===== config.mk =====
export PLATFORM = sky130hd
export DESIGN_NAME = cache_control
export DESIGN_NICKNAME = d
export VERILOG_FILES = /design/src/rtl/cache_control.sv
export SDC_FILE = /design/constraint.sdc
export NUM_CORES = 1
export LEC_CHECK = 0
export ABC_AREA = 1
export CAP_MARGIN = 20
export CORE_MARGIN = 2
export CORE_UTILIZATION = 23
export DETAILED_ROUTE_END_ITERATION = 8
export REMOVE_ABC_BUFFERS = 1
export SLEW_MARGIN = 20
export SYNTH_ARGS = -nofsm -noshare
export SYNTH_HDL_FRONTEND = slang
export SYNTH_SLANG_ARGS = --single-unit

===== constraint.sdc =====
create_clock -name clk -period 2.18 [get_ports clk]
set_input_delay 0.218 -clock clk [delete_from_list [all_inputs] [get_ports clk]]
set_output_delay 0.218 -clock clk [all_outputs]
set_load 0.02 [all_outputs]

===== src/rtl/cache_control.sv =====
`default_nettype none
// +--------------------------------------------------------------------------+
// | Module      : cache_control                                              |
// | Description : Sequencing FSM for a 2-way set-associative write-back L1   |
// |               cache. Resolves hits in zero wait states. On a miss it     |
// |               picks a victim way, writes it back if it is dirty, then    |
// |               fills the line from physical memory. An optional watchdog  |
// |               abandons a physical-memory transaction that never answers. |
// | Revision    : 1.0  initial release                                       |
// +--------------------------------------------------------------------------+
// Ports
//   clk, reset_n            clock, asynchronous active-low reset
//   mem_read, mem_write     CPU request, held until mem_resp
//   mem_resp                CPU request complete (1-cycle pulse)
//   tag0_hit, tag1_hit      raw tag compare per way (not qualified by valid)
//   valid0/1, dirty0/1      state bits of the addressed set, per way
//   lru_out                 LRU way of the addressed set (1 = way 1)
//   lru_load                update LRU of the addressed set
//   way_load[1:0]           per-way data+tag array load
//   valid_set, dirty_set    set valid/dirty of the way selected by way_load
//   dirty_clr               clear dirty of victim_way
//   victim_way              registered victim, steers the write-back muxes
//   data_src_sel            0 = CPU write data, 1 = pmem line fill
//   pmem_addr_sel           0 = CPU address, 1 = write-back address
//   pmem_read, pmem_write   physical memory request, held until pmem_resp
//   pmem_resp               physical memory transaction complete
//   busy                    FSM is not idle
//   timeout_err             1-cycle pulse when the watchdog expires
module cache_control #(
  parameter int TIMEOUT = 255
) (
  input  logic       clk,
  input  logic       reset_n,
  input  logic       mem_read,
  input  logic       mem_write,
  output logic       mem_resp,
  input  logic       tag0_hit,
  input  logic       tag1_hit,
  input  logic       valid0,
  input  logic       valid1,
  input  logic       dirty0,
  input  logic       dirty1,
  input  logic       lru_out,
  output logic       lru_load,
  output logic [1:0] way_load,
  output logic       valid_set,
  output logic       dirty_set,
  output logic       dirty_clr,
  output logic       victim_way,
  output logic       data_src_sel,
  output logic       pmem_addr_sel,
  output logic       pmem_read,
  output logic       pmem_write,
  input  logic       pmem_resp,
  output logic       busy,
  output logic       timeout_err
);

  // The counter only ever needs to reach TIMEOUT-1.
  localparam int              c_CW       = (TIMEOUT > 1) ? $clog2(TIMEOUT) : 1;
  localparam bit              c_WDOG_EN  = (TIMEOUT != 0);
  localparam logic [c_CW-1:0] c_CNT_LAST = c_CW'(TIMEOUT - 1);

  typedef enum logic [1:0] {
    ST_IDLE      = 2'd0,
    ST_WRITEBACK = 2'd1,
    ST_ALLOCATE  = 2'd2
  } state_t;

  state_t          r_state;
  state_t          w_next;
  logic            r_victim;
  logic [c_CW-1:0] r_count;

  logic w_req;
  logic w_hit0;
  logic w_hit1;
  logic w_hit;
  logic w_victim;
  logic w_victim_dirty;
  logic w_expire;

  // The datapath's tag compare is raw, so qualify it with valid here.
  // Way 0 wins when both ways report a hit.
  assign w_req  = mem_read | mem_write;
  assign w_hit0 = tag0_hit & valid0;
  assign w_hit1 = tag1_hit & valid1 & ~w_hit0;
  assign w_hit  = w_hit0 | w_hit1;

  // Prefer an empty way over evicting; fall back to LRU when the set is full.
  assign w_victim       = !valid0 ? 1'b0 : (!valid1 ? 1'b1 : lru_out);
  assign w_victim_dirty = w_victim ? (valid1 & dirty1) : (valid0 & dirty0);

  assign w_expire = c_WDOG_EN && (r_count == c_CNT_LAST) && !pmem_resp;

  always_ff @(posedge clk or negedge reset_n) begin
    if (!reset_n) begin
      r_state  <= ST_IDLE;
      r_victim <= 1'b0;
      r_count  <= '0;
    end else begin
      r_state <= w_next;
      if (r_state == ST_IDLE && w_req && !w_hit) begin
        r_victim <= w_victim;
      end
      // Restart the watchdog on every state change so each pmem
      // transaction gets its own budget.
      if (r_state == ST_IDLE || w_next != r_state) begin
        r_count <= '0;
      end else if (c_WDOG_EN && !pmem_resp) begin
        r_count <= r_count + c_CW'(1);
      end
    end
  end

  always_comb begin
    w_next        = r_state;
    mem_resp      = 1'b0;
    lru_load      = 1'b0;
    way_load      = 2'b00;
    valid_set     = 1'b0;
    dirty_set     = 1'b0;
    dirty_clr     = 1'b0;
    data_src_sel  = 1'b0;
    pmem_addr_sel = 1'b0;
    pmem_read     = 1'b0;
    pmem_write    = 1'b0;
    busy          = 1'b0;
    timeout_err   = 1'b0;
    victim_way    = r_victim;

    case (r_state)
      ST_IDLE: begin
        if (w_req) begin
          if (w_hit) begin
            mem_resp = 1'b1;
            lru_load = 1'b1;
            // A simultaneous read+write is treated as a write.
            if (mem_write) begin
              way_load  = w_hit0 ? 2'b01 : 2'b10;
              dirty_set = 1'b1;
            end
          end else begin
            w_next = w_victim_dirty ? ST_WRITEBACK : ST_ALLOCATE;
          end
        end
      end

      ST_WRITEBACK: begin
        busy          = 1'b1;
        pmem_write    = 1'b1;
        pmem_addr_sel = 1'b1;
        if (pmem_resp) begin
          dirty_clr = 1'b1;
          // A request withdrawn during write-back skips the fill.
          w_next    = w_req ? ST_ALLOCATE : ST_IDLE;
        end else if (w_expire) begin
          timeout_err = 1'b1;
          w_next      = ST_IDLE;
        end
      end

      ST_ALLOCATE: begin
        busy         = 1'b1;
        pmem_read    = 1'b1;
        data_src_sel = 1'b1;
        if (pmem_resp) begin
          way_load  = r_victim ? 2'b10 : 2'b01;
          valid_set = 1'b1;
          w_next    = ST_IDLE;
        end else if (w_expire) begin
          timeout_err = 1'b1;
          w_next      = ST_IDLE;
        end
      end

      default: begin
        w_next = ST_IDLE;
      end
    endcase

    // Nothing may leak out while reset is held, even with a request pending.
    if (!reset_n) begin
      mem_resp      = 1'b0;
      lru_load      = 1'b0;
      way_load      = 2'b00;
      valid_set     = 1'b0;
      dirty_set     = 1'b0;
      dirty_clr     = 1'b0;
      data_src_sel  = 1'b0;
      pmem_addr_sel = 1'b0;
      pmem_read     = 1'b0;
      pmem_write    = 1'b0;
      busy          = 1'b0;
      timeout_err   = 1'b0;
      victim_way    = 1'b0;
    end
  end

endmodule
`default_nettype wire


Word-level counts from Yosys, hierarchy flattened
Index checks and enable logic that the tools add are counted.
Widths: inputs -> output; s select.
- bits in registers: 11
- $add $sub $neg: 1
- equal/unequal tests: 5
- multiplexer cells: 46
- bitwise operators: 8
- reductions and logical operators: 8
- operators with widths (kind ; number):
    $mux 1 ; 28
    $mux 2 ; 14
    $mux 8 ; 2
    $add 8x1->8 const B ; 1
    $eq 8x8->1 const B ; 1
    $pmux 2 s3 ; 1
    $and 1x1->1 ; 5
    $pmux 2 s2 ; 1
    $logic_and 1x1->1 ; 3
    $eq 2x1->1 const B ; 1
    $eq 2x2->1 const B ; 1
    $logic_not 1->1 ; 2
    $logic_not 2->1 ; 1
    $ne 2x1->1 const B ; 1
    $ne 2x2->1 ; 1
    $or 1x1->1 ; 2
    $reduce_or 2->1 ; 1
    $logic_or 1x1->1 ; 1
    $not 1->1 ; 1

Logic depth before layout (Yosys ltp)
- word-level depth: 10
- gate-level depth with buffers: 13
- gate-level depth less buffers: 13

Worst setup path before layout
Ideal clock, no wire load.
- kind: register -> output
- from: register r_state[0]
- to: output mem_resp
- arrival time: 1.921 ns
- required time: 1.962 ns
- path slack: 0.041 ns
- cell stages (with the launch flop): 6
- path buffers: 1
- cell sequence: dfrtp_1 -> inv_1 -> ha_1 -> inv_1 -> nor4_1 -> buf_4
- word-level cells in the longest chain between the ends: 3
- RTL lines (element ; RTL line ; source):
    start, declared ; 70 ; state_t r_state;
    start signal, assigned ; 102 ; r_state <= w_next;
    $logic_not 2->1 ; n/a ;
    $mux 1 (2 in series) ; n/a ;
    end, declared ; 36 ; output logic mem_resp,
Every way passes these cells.

Final worst setup path
- from: register r_state[0]
- to: output valid_set
- word-level cells in the longest chain between the ends: 3
- RTL lines (element ; RTL line ; source):
    $eq 2x2->1 ; 132 ; case (r_state)
    $mux 1 ; 132 ;
    $mux 1 ; 183 ; if (!reset_n) begin
    end, declared ; 46 ; output logic valid_set,
Every way passes these cells.

==> flow_summary.yaml <==
pwr:
  p_leak_nw: 0.685
  ir_worst_vdd_v: 0.000382
  finalPower_mw: 1.12
  power.density_nw_per_um2: 852
logic_synthesis:
  synthCells: 131
  yosysUniqueCellTypes: 21
  syn_avg_cell_area_um2: 6.81
  ys_seq_elements: 11
  syn_area_um2: 892
  seq_area_frac_synth_pct: 30.9
  ys_warn_count: 0
cells_and_area:
  antennaDiodeCount: 0
  area_growth_pct: 47.0
  nets: 188
  instances_no_fill: 217
  layout_common_cells: "nand2_1 (36), inv_1 (20), clkdlybuf4s50_1 (19)"
  design_area_um2: 1310
  layout_commonest_cell: "nand2_1"
  post-route-util_pct: 35.5
  drive_above_1_share_pct: 17.2
sta:
  hold_viol: 0
  final-setup-viol-count: 0
  fin_skew_ns: 0.00561
  holdWs_ns: 0.360
  post-route-period-util_pct: 92.8
  clock.fmax_ghz: 0.494
  tns_ns: 0
  rsz0062_at_grt: "no"
  drv_slew: 0
  setup_ws_ns: 0.157
  worstMarginPinSlew_ns: 0.282
  relSlewSlack_pct: 81.0
  period_needed_ns: 2.02
global_route:
  grt_pass1_vias: 856
  grt_pass1_wl_mm: 3.47
  antenna_found_initial: 0
  overflow: 0
  grt_max_degree: 16
  grt_use_total_pct: 10.3
hold_path:
  hold_class: "in2async"
routing:
  num_vias: 868
  drt_iter0_drc: 38
  routedWlPerCell_um: 9.23
  drc: 0
  postRouteAntennaNets: 0
  drtPass1Iterations: 4
  avgViaCountPerCell: 4.00
  wl_mm: 2.00
clock_tree:
  clockRootBuffer: "clkbuf_8"
  hold_buffers: 0
  cts_buffers: 3
  cts.sinks: 11
  clkTransAtPathRegs_ns: 0.05
  cts_tree: "yes"
  htree_levels: 1
  insertion_delay_ns: 0.24
  cts_buffer_depth: 2
setup_path:
  critical_path_class: "reg2out"
  crit_chain: "inv_1, buf_4, ha_1, nand2_1, nor2_1, clkdlybuf4s50_1"
  cpPeakStageDelay_ns: 0.61
  crit_path_start_kind: "register"
  worstPathArrival_ns: 1.81
  cp_top_family: "buffers and inverters"
  required_ns: 1.96
  endpoint_kind: "output port"
  cpMaxStageDelayCell: "clkdlybuf4s50_1"
  crit_buf_inv: 3
  cp_max_fo: 4
place:
  io_buffer_count: 25
  hpwlAfterDp_mm: 1.67
  placed_cells: 213
  dp_slack_ns: 0.106
  place_congestion: 0.780
  placed_area_um2: 1270
die:
  rows: 22
  fp.dieH_um: 66.3
  fp.dieArea_um2: 4390
  start_util_pct: 24.2
  ios: 26
  core_area_um2: 3690
  die_w_um: 66.3
run:
  drv_cap: 0
outcome:
  run_status: "finished clean"
[cell families after synthesis]
group | synth area share [%]
adder cells (fa/ha/maj) | 8.41
AND/OR/NAND/NOR | 36.6
flip-flops | 30.9
AO/OA/AOI/OAI | 5.89
XOR/XNOR | 4.91
buffers and inverters | 13.3
[repair_timing]
action | CTS | global route
resized for setup | 4 | 2
setup buffers | 0 | 0
cloned | 0 | 0
hold endpoints to repair | 0 | 0
endpoints found under the setup margin | 4 | 2
[flip-flops by register name, summed over array words and instances, names as in the netlist]
name and cells:
r_victim 1, r_count 8, r_state 2
[area by class of cell]
class	count	area, um^2
timing repair buffer	38	348
multi-input combinational	94	498
sequential	11	275
tap	48	60.1
inverter	22	85.1
clock buffer	4	45.0
fill	416	2380
[synthesized netlist by cell type, drive strengths merged]
library cell  number  area (um^2)
o21ai              5         28.8
buf                4         33.8
nor2              20         80.1
nand2             40          160
nor4               1         6.26
ha                 6         75.1
nand3              7         40.0
dfrtp             11          275
inv               22         85.1
xor2               5         43.8
a21oi              4         23.8
nor3               6         40.0
[where the power goes]
group | switching, mW | total, mW | internal [mW]
clock | 0.0791 | 0.208 | 0.129
combinational | 0.353 | 0.632 | 0.279
sequential | 0.0324 | 0.278 | 0.245
total | 0.464 | 1.12 | 0.653
[metal layers]
layer  up-vias  GRT usage, %  part of all wire (%)
met4         0          4.59                   1.4
met1       379          12.0                    47
met5         -             0                     0
li1        472             -                     -
met2        13          17.9                    47
met3         4          2.39                   4.0
[path summary, 6_finish.rpt]
kind                            slack, ns        from  cells after the start    endpoint
worst max register to register       0.36  r_state[0]                     13  r_count[1]
worst min register to register       0.54    r_victim                      2    r_victim
max in group asynchronous            1.65     reset_n                      2  r_state[1]
min in group clk                     0.54    r_victim                      2    r_victim
worst min-delay path                 0.36     reset_n                      2  r_count[3]
worst max-delay path                 0.16  r_state[0]                      6   valid_set
Power figures use the tool's default switching activity.
